==> src/rtl/dmem_port_arbiter_pkg.sv <==
// Shared definitions for the dual-lane data-memory port arbiter:
// FSM states, conflict classes and default widths.
package dmem_port_arbiter_pkg;

  localparam int DMEM_ADDR_W = 32;
  localparam int DMEM_DATA_W = 32;
  localparam int DMEM_IDX_W  = 8;
  localparam int DMEM_CNT_W  = 16;

  typedef enum logic {
    ST_IDLE  = 1'b0,
    ST_SPLIT = 1'b1
  } state_t;

  typedef enum logic [1:0] {
    CF_NONE = 2'd0,
    CF_RAW  = 2'd1,
    CF_WAW  = 2'd2,
    CF_WAR  = 2'd3
  } conflict_t;

endpackage

==> src/rtl/dmem_port_arbiter_detect.sv <==
// Classifies a same-index pair of lane requests by hazard type.
// Lane 1 is older, so "RAW" means lane-1 store followed by lane-2 load.
module dmem_conflict_detect
  import dmem_port_arbiter_pkg::*;
#(
  parameter int IDX_W = DMEM_IDX_W
) (
  input  logic             i_valid_1,
  input  logic             i_write_1,
  input  logic [IDX_W-1:0] i_idx_1,
  input  logic             i_valid_2,
  input  logic             i_write_2,
  input  logic [IDX_W-1:0] i_idx_2,
  output conflict_t        o_conflict
);

  logic w_match;

  assign w_match = i_valid_1 & i_valid_2 & (i_idx_1 == i_idx_2);

  always_comb begin
    o_conflict = CF_NONE;
    if (w_match) begin
      case ({i_write_1, i_write_2})
        2'b10:   o_conflict = CF_RAW;
        2'b11:   o_conflict = CF_WAW;
        2'b01:   o_conflict = CF_WAR;
        default: o_conflict = CF_NONE;
      endcase
    end
  end

endmodule

==> src/rtl/dmem_port_arbiter.sv <==
// Arbitrates the two MEM-stage lanes onto a dual-port data memory, splitting
// same-word store->load pairs over two cycles and dropping the older of two stores.
module dmem_port_arbiter
  import dmem_port_arbiter_pkg::*;
#(
  parameter int ADDR_W = DMEM_ADDR_W,
  parameter int DATA_W = DMEM_DATA_W,
  parameter int IDX_W  = DMEM_IDX_W,
  parameter int CNT_W  = DMEM_CNT_W
) (
  input  logic              clk,
  input  logic              rst,
  input  logic              req_valid_1,
  input  logic              req_write_1,
  input  logic [ADDR_W-1:0] req_addr_1,
  input  logic [DATA_W-1:0] req_wdata_1,
  input  logic              req_valid_2,
  input  logic              req_write_2,
  input  logic [ADDR_W-1:0] req_addr_2,
  input  logic [DATA_W-1:0] req_wdata_2,
  output logic [DATA_W-1:0] rdata_1,
  output logic [DATA_W-1:0] rdata_2,
  output logic              rdata_valid_1,
  output logic              rdata_valid_2,
  output logic              stall,
  output logic              mem_read_1,
  output logic              mem_read_2,
  output logic              mem_write_1,
  output logic              mem_write_2,
  output logic [ADDR_W-1:0] mem_addr_1,
  output logic [ADDR_W-1:0] mem_addr_2,
  output logic [DATA_W-1:0] mem_wdata_1,
  output logic [DATA_W-1:0] mem_wdata_2,
  input  logic [DATA_W-1:0] mem_rdata_1,
  input  logic [DATA_W-1:0] mem_rdata_2,
  output logic [CNT_W-1:0]  conflict_count
);

  state_t            r_state;
  state_t            w_state_nxt;
  conflict_t         w_conflict;
  logic [ADDR_W-1:0] r_hold_addr;
  logic              r_rdata_valid_1;
  logic              r_rdata_valid_2;
  logic [CNT_W-1:0]  r_count;
  logic              w_count_inc;

  function automatic logic [CNT_W-1:0] sat_inc(input logic [CNT_W-1:0] v);
    return (&v) ? v : v + {{(CNT_W-1){1'b0}}, 1'b1};
  endfunction

  dmem_conflict_detect #(
    .IDX_W(IDX_W)
  ) u_detect (
    .i_valid_1  (req_valid_1),
    .i_write_1  (req_write_1),
    .i_idx_1    (req_addr_1[IDX_W-1:0]),
    .i_valid_2  (req_valid_2),
    .i_write_2  (req_write_2),
    .i_idx_2    (req_addr_2[IDX_W-1:0]),
    .o_conflict (w_conflict)
  );

  always_comb begin
    w_state_nxt = r_state;
    w_count_inc = 1'b0;
    stall       = 1'b0;
    mem_read_1  = 1'b0;
    mem_read_2  = 1'b0;
    mem_write_1 = 1'b0;
    mem_write_2 = 1'b0;
    mem_addr_1  = req_addr_1;
    mem_addr_2  = req_addr_2;
    mem_wdata_1 = req_wdata_1;
    mem_wdata_2 = req_wdata_2;
    if (r_state == ST_SPLIT) begin
      mem_read_2  = 1'b1;
      mem_addr_2  = r_hold_addr;
      w_state_nxt = ST_IDLE;
    end else begin
      mem_read_1  = req_valid_1 & ~req_write_1;
      mem_write_1 = req_valid_1 &  req_write_1;
      mem_read_2  = req_valid_2 & ~req_write_2;
      mem_write_2 = req_valid_2 &  req_write_2;
      case (w_conflict)
        CF_RAW: begin
          mem_read_2  = 1'b0;
          stall       = 1'b1;
          w_state_nxt = ST_SPLIT;
          w_count_inc = 1'b1;
        end
        CF_WAW: begin
          mem_write_1 = 1'b0;
          w_count_inc = 1'b1;
        end
        default: ;
      endcase
    end
    // Strobes must not reach the memory while reset is asserted.
    if (rst) begin
      stall       = 1'b0;
      mem_read_1  = 1'b0;
      mem_read_2  = 1'b0;
      mem_write_1 = 1'b0;
      mem_write_2 = 1'b0;
    end
  end

  always_ff @(posedge clk or posedge rst) begin
    if (rst) begin
      r_state         <= ST_IDLE;
      r_hold_addr     <= '0;
      r_rdata_valid_1 <= 1'b0;
      r_rdata_valid_2 <= 1'b0;
      r_count         <= '0;
    end else begin
      r_state         <= w_state_nxt;
      r_rdata_valid_1 <= mem_read_1;
      r_rdata_valid_2 <= mem_read_2;
      if (r_state == ST_IDLE && w_conflict == CF_RAW) begin
        r_hold_addr <= req_addr_2;
      end
      if (w_count_inc) begin
        r_count <= sat_inc(r_count);
      end
    end
  end

  assign rdata_1        = mem_rdata_1;
  assign rdata_2        = mem_rdata_2;
  assign rdata_valid_1  = r_rdata_valid_1;
  assign rdata_valid_2  = r_rdata_valid_2;
  assign conflict_count = r_count;

endmodule

==> config.mk <==
export PLATFORM = sky130hd
export DESIGN_NAME = dmem_port_arbiter
export DESIGN_NICKNAME = d
export VERILOG_FILES = /design/src/rtl/dmem_port_arbiter_pkg.sv /design/src/rtl/dmem_port_arbiter_detect.sv /design/src/rtl/dmem_port_arbiter.sv
export SDC_FILE = /design/constraint.sdc
export NUM_CORES = 1
export LEC_CHECK = 0
export CORE_AREA = 5 5 156 158
export DETAILED_ROUTE_END_ITERATION = 16
export DIE_AREA = 0 0 161 163
export PLACE_DENSITY = 0.63
export SYNTH_ARGS = -nofsm -noshare
export SYNTH_HDL_FRONTEND = slang
export SYNTH_SLANG_ARGS = --single-unit
==> constraint.sdc <==
create_clock -name clk -period 1.7 [get_ports clk]
set_input_delay 0.17 -clock clk [delete_from_list [all_inputs] [get_ports clk]]
set_output_delay 0.17 -clock clk [all_outputs]
set_load 0.005 [all_outputs]
# Yosys cells after proc, flatten, opt, wreduce, memory -nomap -nowiden
# Index checks and enable logic that the tools add are counted.
# Widths: inputs -> output; s select.
# word_totals
ff_bits,51
in_bits,198
output_inout_bits,215
wordCells,44
# op_classes
addsub,1
eq_ne,6
muxes,18
bitwise_logic,10
reduce_logical,4
# ops
cell,count
$mux 32,1
$add 16x1->16 const B,1
$reduce_and 16->1,1
$mux 1,15
$eq 8x8->1,1
$and 1x1->1,6
$eq 2x2->1 const B,3
$pmux 2 s3,1
$eq 2x1->1 const B,2
$not 1->1,4
$mux 2,1
$reduce_and 2->1,1
$reduce_or 2->1,1
$logic_and 1x1->1,1

# Logic depth before layout (Yosys ltp)
# depth
depth_word,8
ltp_mapped,9
mapped_depth_nobuf,9

# Hierarchy
# Synthesis repeated with hierarchy kept, for this count alone.
# unflattened
cells_unflattened,374
area_unflattened_um2,3857.4
# by_module_without_submodules
mod,instances,cells_each,area_per_inst_um2,seq_area_each_um2
dmem_port_arbiter,1,352,3694.8,1276.2
dmem_conflict_detect,1,22,162.7,0.0

# Least setup slack after synthesis
# OpenSTA, ideal clock, no wires.
# synth_timing
path_kind,input to register
start,in req_addr_2[6]
end,reg r_count[15] (netlist: conflict_count[15])
setup_time_ns,0.123
arrival_ns,2.280
t_required_ns,1.577
setup_slack_ns,-0.703
stages,9
path_buffers,0
cell_sequence,xor2_1 -> nor4_1 -> nand3_1 -> or3_1 -> ha_1 -> and4bb_2 -> nor4b_1 -> nand4_1 -> xnor2_1
# synth_between
elab_chain_cells,8
word_cells_on_any_way,9
cone_classes,eq/ne (3); mux (3); bitwise (1); reduce/logical (2)
# synth_lines
element,line,text
from (decl),dmem_port_arbiter.sv:19,"input logic [ADDR_W-1:0] req_addr_2,"
$eq 8x8->1 *,dmem_port_arbiter_detect.sv:19,assign w_match = i_valid_1 & i_valid_2 & (i_idx_1 == i_idx_2);
$and 1x1->1 *,dmem_port_arbiter_detect.sv:19,
$mux 2 *,dmem_port_arbiter_detect.sv:23,if (w_match) begin
$eq 2x1->1 / $eq 2x2->1 (equally long branches),dmem_port_arbiter.sv:85,case (w_conflict)
$reduce_or 2->1 (no line) *,-,
$mux 1 *,dmem_port_arbiter.sv:85,
$mux 1 *,dmem_port_arbiter.sv:76,if (r_state == ST_SPLIT) begin
$reduce_and 2->1 (no line) *,-,
to (signal assigned),dmem_port_arbiter.sv:124,r_count <= sat_inc(r_count);
to (decl),dmem_port_arbiter.sv:45,logic [CNT_W-1:0] r_count;
# Every way passes the cells marked *; elsewhere a longest branch is shown, timed or not.
# A chain may end at the register's enable or synchronous reset.

# Worst setup path in the final report
# layout_timing
start,in req_addr_1[2]
end,reg r_count[15] (netlist: conflict_count[15])
# layout_between
elab_chain_cells,8
word_cells_on_any_way,9
cone_classes,eq/ne (3); mux (3); bitwise (1); reduce/logical (2)
# layout_lines
element,line,text
from (decl),dmem_port_arbiter.sv:15,"input logic [ADDR_W-1:0] req_addr_1,"
$eq 8x8->1 *,dmem_port_arbiter_detect.sv:19,
$and 1x1->1 *,dmem_port_arbiter_detect.sv:19,
$mux 2 *,dmem_port_arbiter_detect.sv:23,
$eq 2x1->1 / $eq 2x2->1 (equally long branches),dmem_port_arbiter.sv:85,
$reduce_or 2->1 (no line) *,-,
$mux 1 *,dmem_port_arbiter.sv:85,
$mux 1 *,dmem_port_arbiter.sv:76,
$reduce_and 2->1 (no line) *,-,
# Marks and branches as above.

==> impl_metrics.env <==
export IMPL_cts_hold_buf=0
export IMPL_route_detailed_drc=0
export IMPL_postSynthAreaPerCell_um2=10.3
export IMPL_path_clk_slew_ns=0.09
export IMPL_vdd_drop_max_mv=0.393
export IMPL_track_usage_pct=9.94
export IMPL_synthToLayoutAreaGrowth_pct=44.0
export IMPL_hp_class="in2reg"
export IMPL_synthCells=374
export IMPL_portBuffers=108
export IMPL_arrival_ns=2.42
export IMPL_die_area_um2=26200
export IMPL_antenna_cells=0
export IMPL_grt_max_degree=45
export IMPL_dp_cells=664
export IMPL_via_per_inst=3.73
export IMPL_critical_path_class="in2reg"
export IMPL_finClkSkew_ns=0.0130
export IMPL_cts_path_max_buffers=2
export IMPL_required_ns=1.89
export IMPL_crit_buf_inv=2
export IMPL_synthesis_nets=578
export IMPL_crit_family="simple AND/OR/NAND/NOR gates"
export IMPL_die_height_um=163
export IMPL_maxCapViolCount=0
export IMPL_drive_gt1_share_pct=61.8
export IMPL_yosysWarnings=0
export IMPL_p_leak_nw=2.54
export IMPL_maxSlewViolCount=0
export IMPL_ant_nets=0
export IMPL_slowest_delay_ns=0.38
export IMPL_rsz0062_at_grt="true"
export IMPL_pwr_density_cell_nw_per_um2=512
export IMPL_crit_chain="clkdlybuf4s15_2, xor2_1, nor3_2, buf_4, nand3_2, or3_4, ha_4, and4bb_2, nor4b_4, nand4_1, xnor2_1"
export IMPL_r2r_end="conflict_count[15]"
export IMPL_drt_iter0_drc=68
export IMPL_design_power_total_w=0.00284
export IMPL_nets=624
export IMPL_tightest_slew_ns=0.566
export IMPL_layout_setup_ws_ns=-0.530
export IMPL_rows=56
export IMPL_ys_seq_area_share_pct=33.1
export IMPL_die_x_um=161
export IMPL_drt_pass1_iterations=4
export IMPL_cp_startpoint="req_addr_1[2]"
export IMPL_crit_path_end_kind="register"
export IMPL_cp_max_fo=3
export IMPL_violations="negative setup slack"
export IMPL_cts_root_buf="clkbuf_16"
export IMPL_cts_htree_levels=2
export IMPL_coreArea_um2=23000
export IMPL_cp_num_cells=11
export IMPL_pre_cts_slack_ns=-1.52
export IMPL_ys_ff_latch=51
export IMPL_start_kind="input pin"
export IMPL_synth_area_um2=3860
export IMPL_fin_cells=711
export IMPL_fmax_mhz=448
export IMPL_grt_pass1_vias=2971
export IMPL_antenna_found_initial=0
export IMPL_clk_latency_ns=0.31
export IMPL_hpwl_mm=9.44
export IMPL_routedWlPerCell_um=19.1
export IMPL_status="finished, violations left"
export IMPL_cts_tree="built"
export IMPL_gp_congestion=0.737
export IMPL_grt_overflow_total=0
export IMPL_ios=413
export IMPL_setup_viol=70
export IMPL_netlist_cell_type_count=28
export IMPL_ff2ff_setup_slack_ns=-0.11
export IMPL_grt_first_pass_wirelength_mm=19.2
export IMPL_r2r_start="r_state"
export IMPL_clock_sinks=51
export IMPL_cts_buffers_inserted=5
export IMPL_period_share_pct=131
export IMPL_hold_violations=0
export IMPL_rr_worst_depth=7
export IMPL_period_needed_ns=2.23
export IMPL_wirelength_mm=13.6
export IMPL_cp_endpoint="conflict_count[15]"
export IMPL_slew_headroom_pct=62.0
export IMPL_cp_slowest_cell="or3_4"
export IMPL_start_util_pct=16.8
export IMPL_vias=2649
[worst min path at each step]
| stage | startpoint | to | slack (ns) | cells past startpoint |
|---|---|---|---|---|
| 2_1_floorplan | req_write_1 | rdata_valid_1 | 0.26 | 1 |
| 3_3_place_gp | req_addr_1[15] | mem_addr_1[15] | 0.34 | 0 |
| 3_5_place_dp | req_addr_1[15] | mem_addr_1[15] | 0.34 | 0 |
| 4_1_cts | req_addr_2[6] | r_hold_addr[6] | 0.18 | 3 |
| 5_1_grt | req_addr_2[6] | r_hold_addr[6] | 0.18 | 3 |
| 6_report | req_addr_2[6] | r_hold_addr[6] | 0.19 | 3 |
[cell usage after synthesis]
| cell type | count | area share [%] |
|---|---|---|
| inv_1 | 5 | 0.49 |
| nor4_1 | 2 | 0.32 |
| and4bb_2 | 1 | 0.32 |
| clkbuf_1 | 3 | 0.29 |
| nand2_1 | 9 | 0.88 |
| buf_2 | 4 | 0.52 |
| nor3_1 | 11 | 1.4 |
| nor4b_1 | 1 | 0.23 |
| nand2_4 | 1 | 0.29 |
| nor2_1 | 8 | 0.78 |
| a31oi_1 | 1 | 0.16 |
| xor2_1 | 13 | 3.0 |
| xnor2_1 | 8 | 1.8 |
| o21ai_0 | 2 | 0.26 |
| nand4_1 | 6 | 0.97 |
| ha_1 | 6 | 1.9 |
| or3_1 | 1 | 0.16 |
| and4_1 | 1 | 0.23 |
| nand4_2 | 1 | 0.32 |
| nand3_1 | 6 | 0.78 |
| dfrtp_1 | 51 | 33 |
| mux2_2 | 65 | 19 |
| or4_1 | 1 | 0.19 |
| o2111ai_1 | 1 | 0.23 |
| buf_4 | 161 | 31 |
| nand2b_1 | 1 | 0.16 |
| mux2_4 | 1 | 0.39 |
| and3_1 | 3 | 0.49 |
[final cells by class]
class / count / area, µm²
Sequential cell: 51 / 1280
Multi-Input combinational cell: 151 / 1770
Tap cell: 290 / 363
Fill cell: 2491 / 17400
Clock inverter: 3 / 33.8
Clock buffer: 5 / 125
Timing Repair Buffer: 206 / 1960
Inverter: 5 / 23.8
[layout by cell type (no fill, tap or decap), types with 2 or more instances in the layout]
cell type,instances
and3_1,2
buf_12,7
buf_2,14
buf_4,65
buf_6,40
buf_8,5
clkbuf_16,7
clkbuf_2,8
clkdlybuf4s15_1,3
clkdlybuf4s15_2,2
clkdlybuf4s50_1,53
dfrtp_1,50
dlygate4sd2_1,6
ha_1,4
ha_4,2
inv_2,4
inv_6,2
mux2_2,15
mux2_4,51
nand2_1,7
nand2_4,2
nand3_1,3
nand3_2,3
nand4_1,6
nor2_2,3
nor2_4,6
nor3_1,3
nor3_2,4
nor3_4,4
xnor2_1,7
xor2_1,12
[where the power goes]
| group | total, W | leakage [nW] | internal, W | switching [W] |
|---|---|---|---|---|
| Combinational | 0.000460 | 1.76 | 0.000293 | 0.000168 |
| Clock | 0.00113 | 0.0776 | 0.000572 | 0.000562 |
| Sequential | 0.00125 | 0.708 | 0.00124 | 0.0000125 |
| Total | 0.00284 | 2.54 | 0.00210 | 0.000742 |
[layer usage]
layer | GRT usage (%) | wire (µm)
met1 | 10.7 | 4920
met2 | 16.4 | 6540
met3 | 5.04 | 1570
met4 | 4.58 | 533
met5 | 0 | 0
[worst register-to-register path, delay by kind of cell (launching register included)]
| family | cells | cell delay (ns) |
|---|---|---|
| buf+inv | 3 | 0.41 |
| xor+xnor | 1 | 0.15 |
| flops | 1 | 0.45 |
| simple gates | 3 | 0.69 |
[sequential cells by signal, indices dropped and copies added (netlist names)]
name and cells:
r_state 1, conflict_count 16, rdata_valid_1 1, r_hold_addr 32, rdata_valid_2 1
[kinds of logic (layout without fill, tap and decap cells)]
family	count (synthesis)	count (layout)	share of synthesized area [%]
xor gates and xnor gates	21	21	4.77
DFF	51	51	33.1
buffers and inverters	173	219	32.6
muxes	66	66	19.4
adders and majority gates	6	6	1.95
and+or+nand+nor	53	54	7.56
AOI/OAI and AO/OA	4	4	0.649
[timing repair]
item                                    in CTS  in global routing
endpoints found under the setup margin      87                 82
setup buffers                               36                  9
resized for setup                          238                105
pin swaps                                   25                 19
gates cloned                                 8                  0
[metrics by stage]
step | hold slack, ns | TNS (ns) | cell area, µm² | util, %
2_1_floorplan | 0.261 | -12.69 | 3970 | -
5_1_grt | 0.184 | -24.27 | 5560 | 24.2
3_3_place_gp | 0.340 | -75.97 | 4620 | 20.1
6_report | 0.186 | -19.55 | 5560 | 24.2
4_1_cts | 0.183 | -25.53 | 5430 | 23.6
3_5_place_dp | 0.340 | -74.45 | 4620 | 20.1
(Power assumes the default switching activity.)
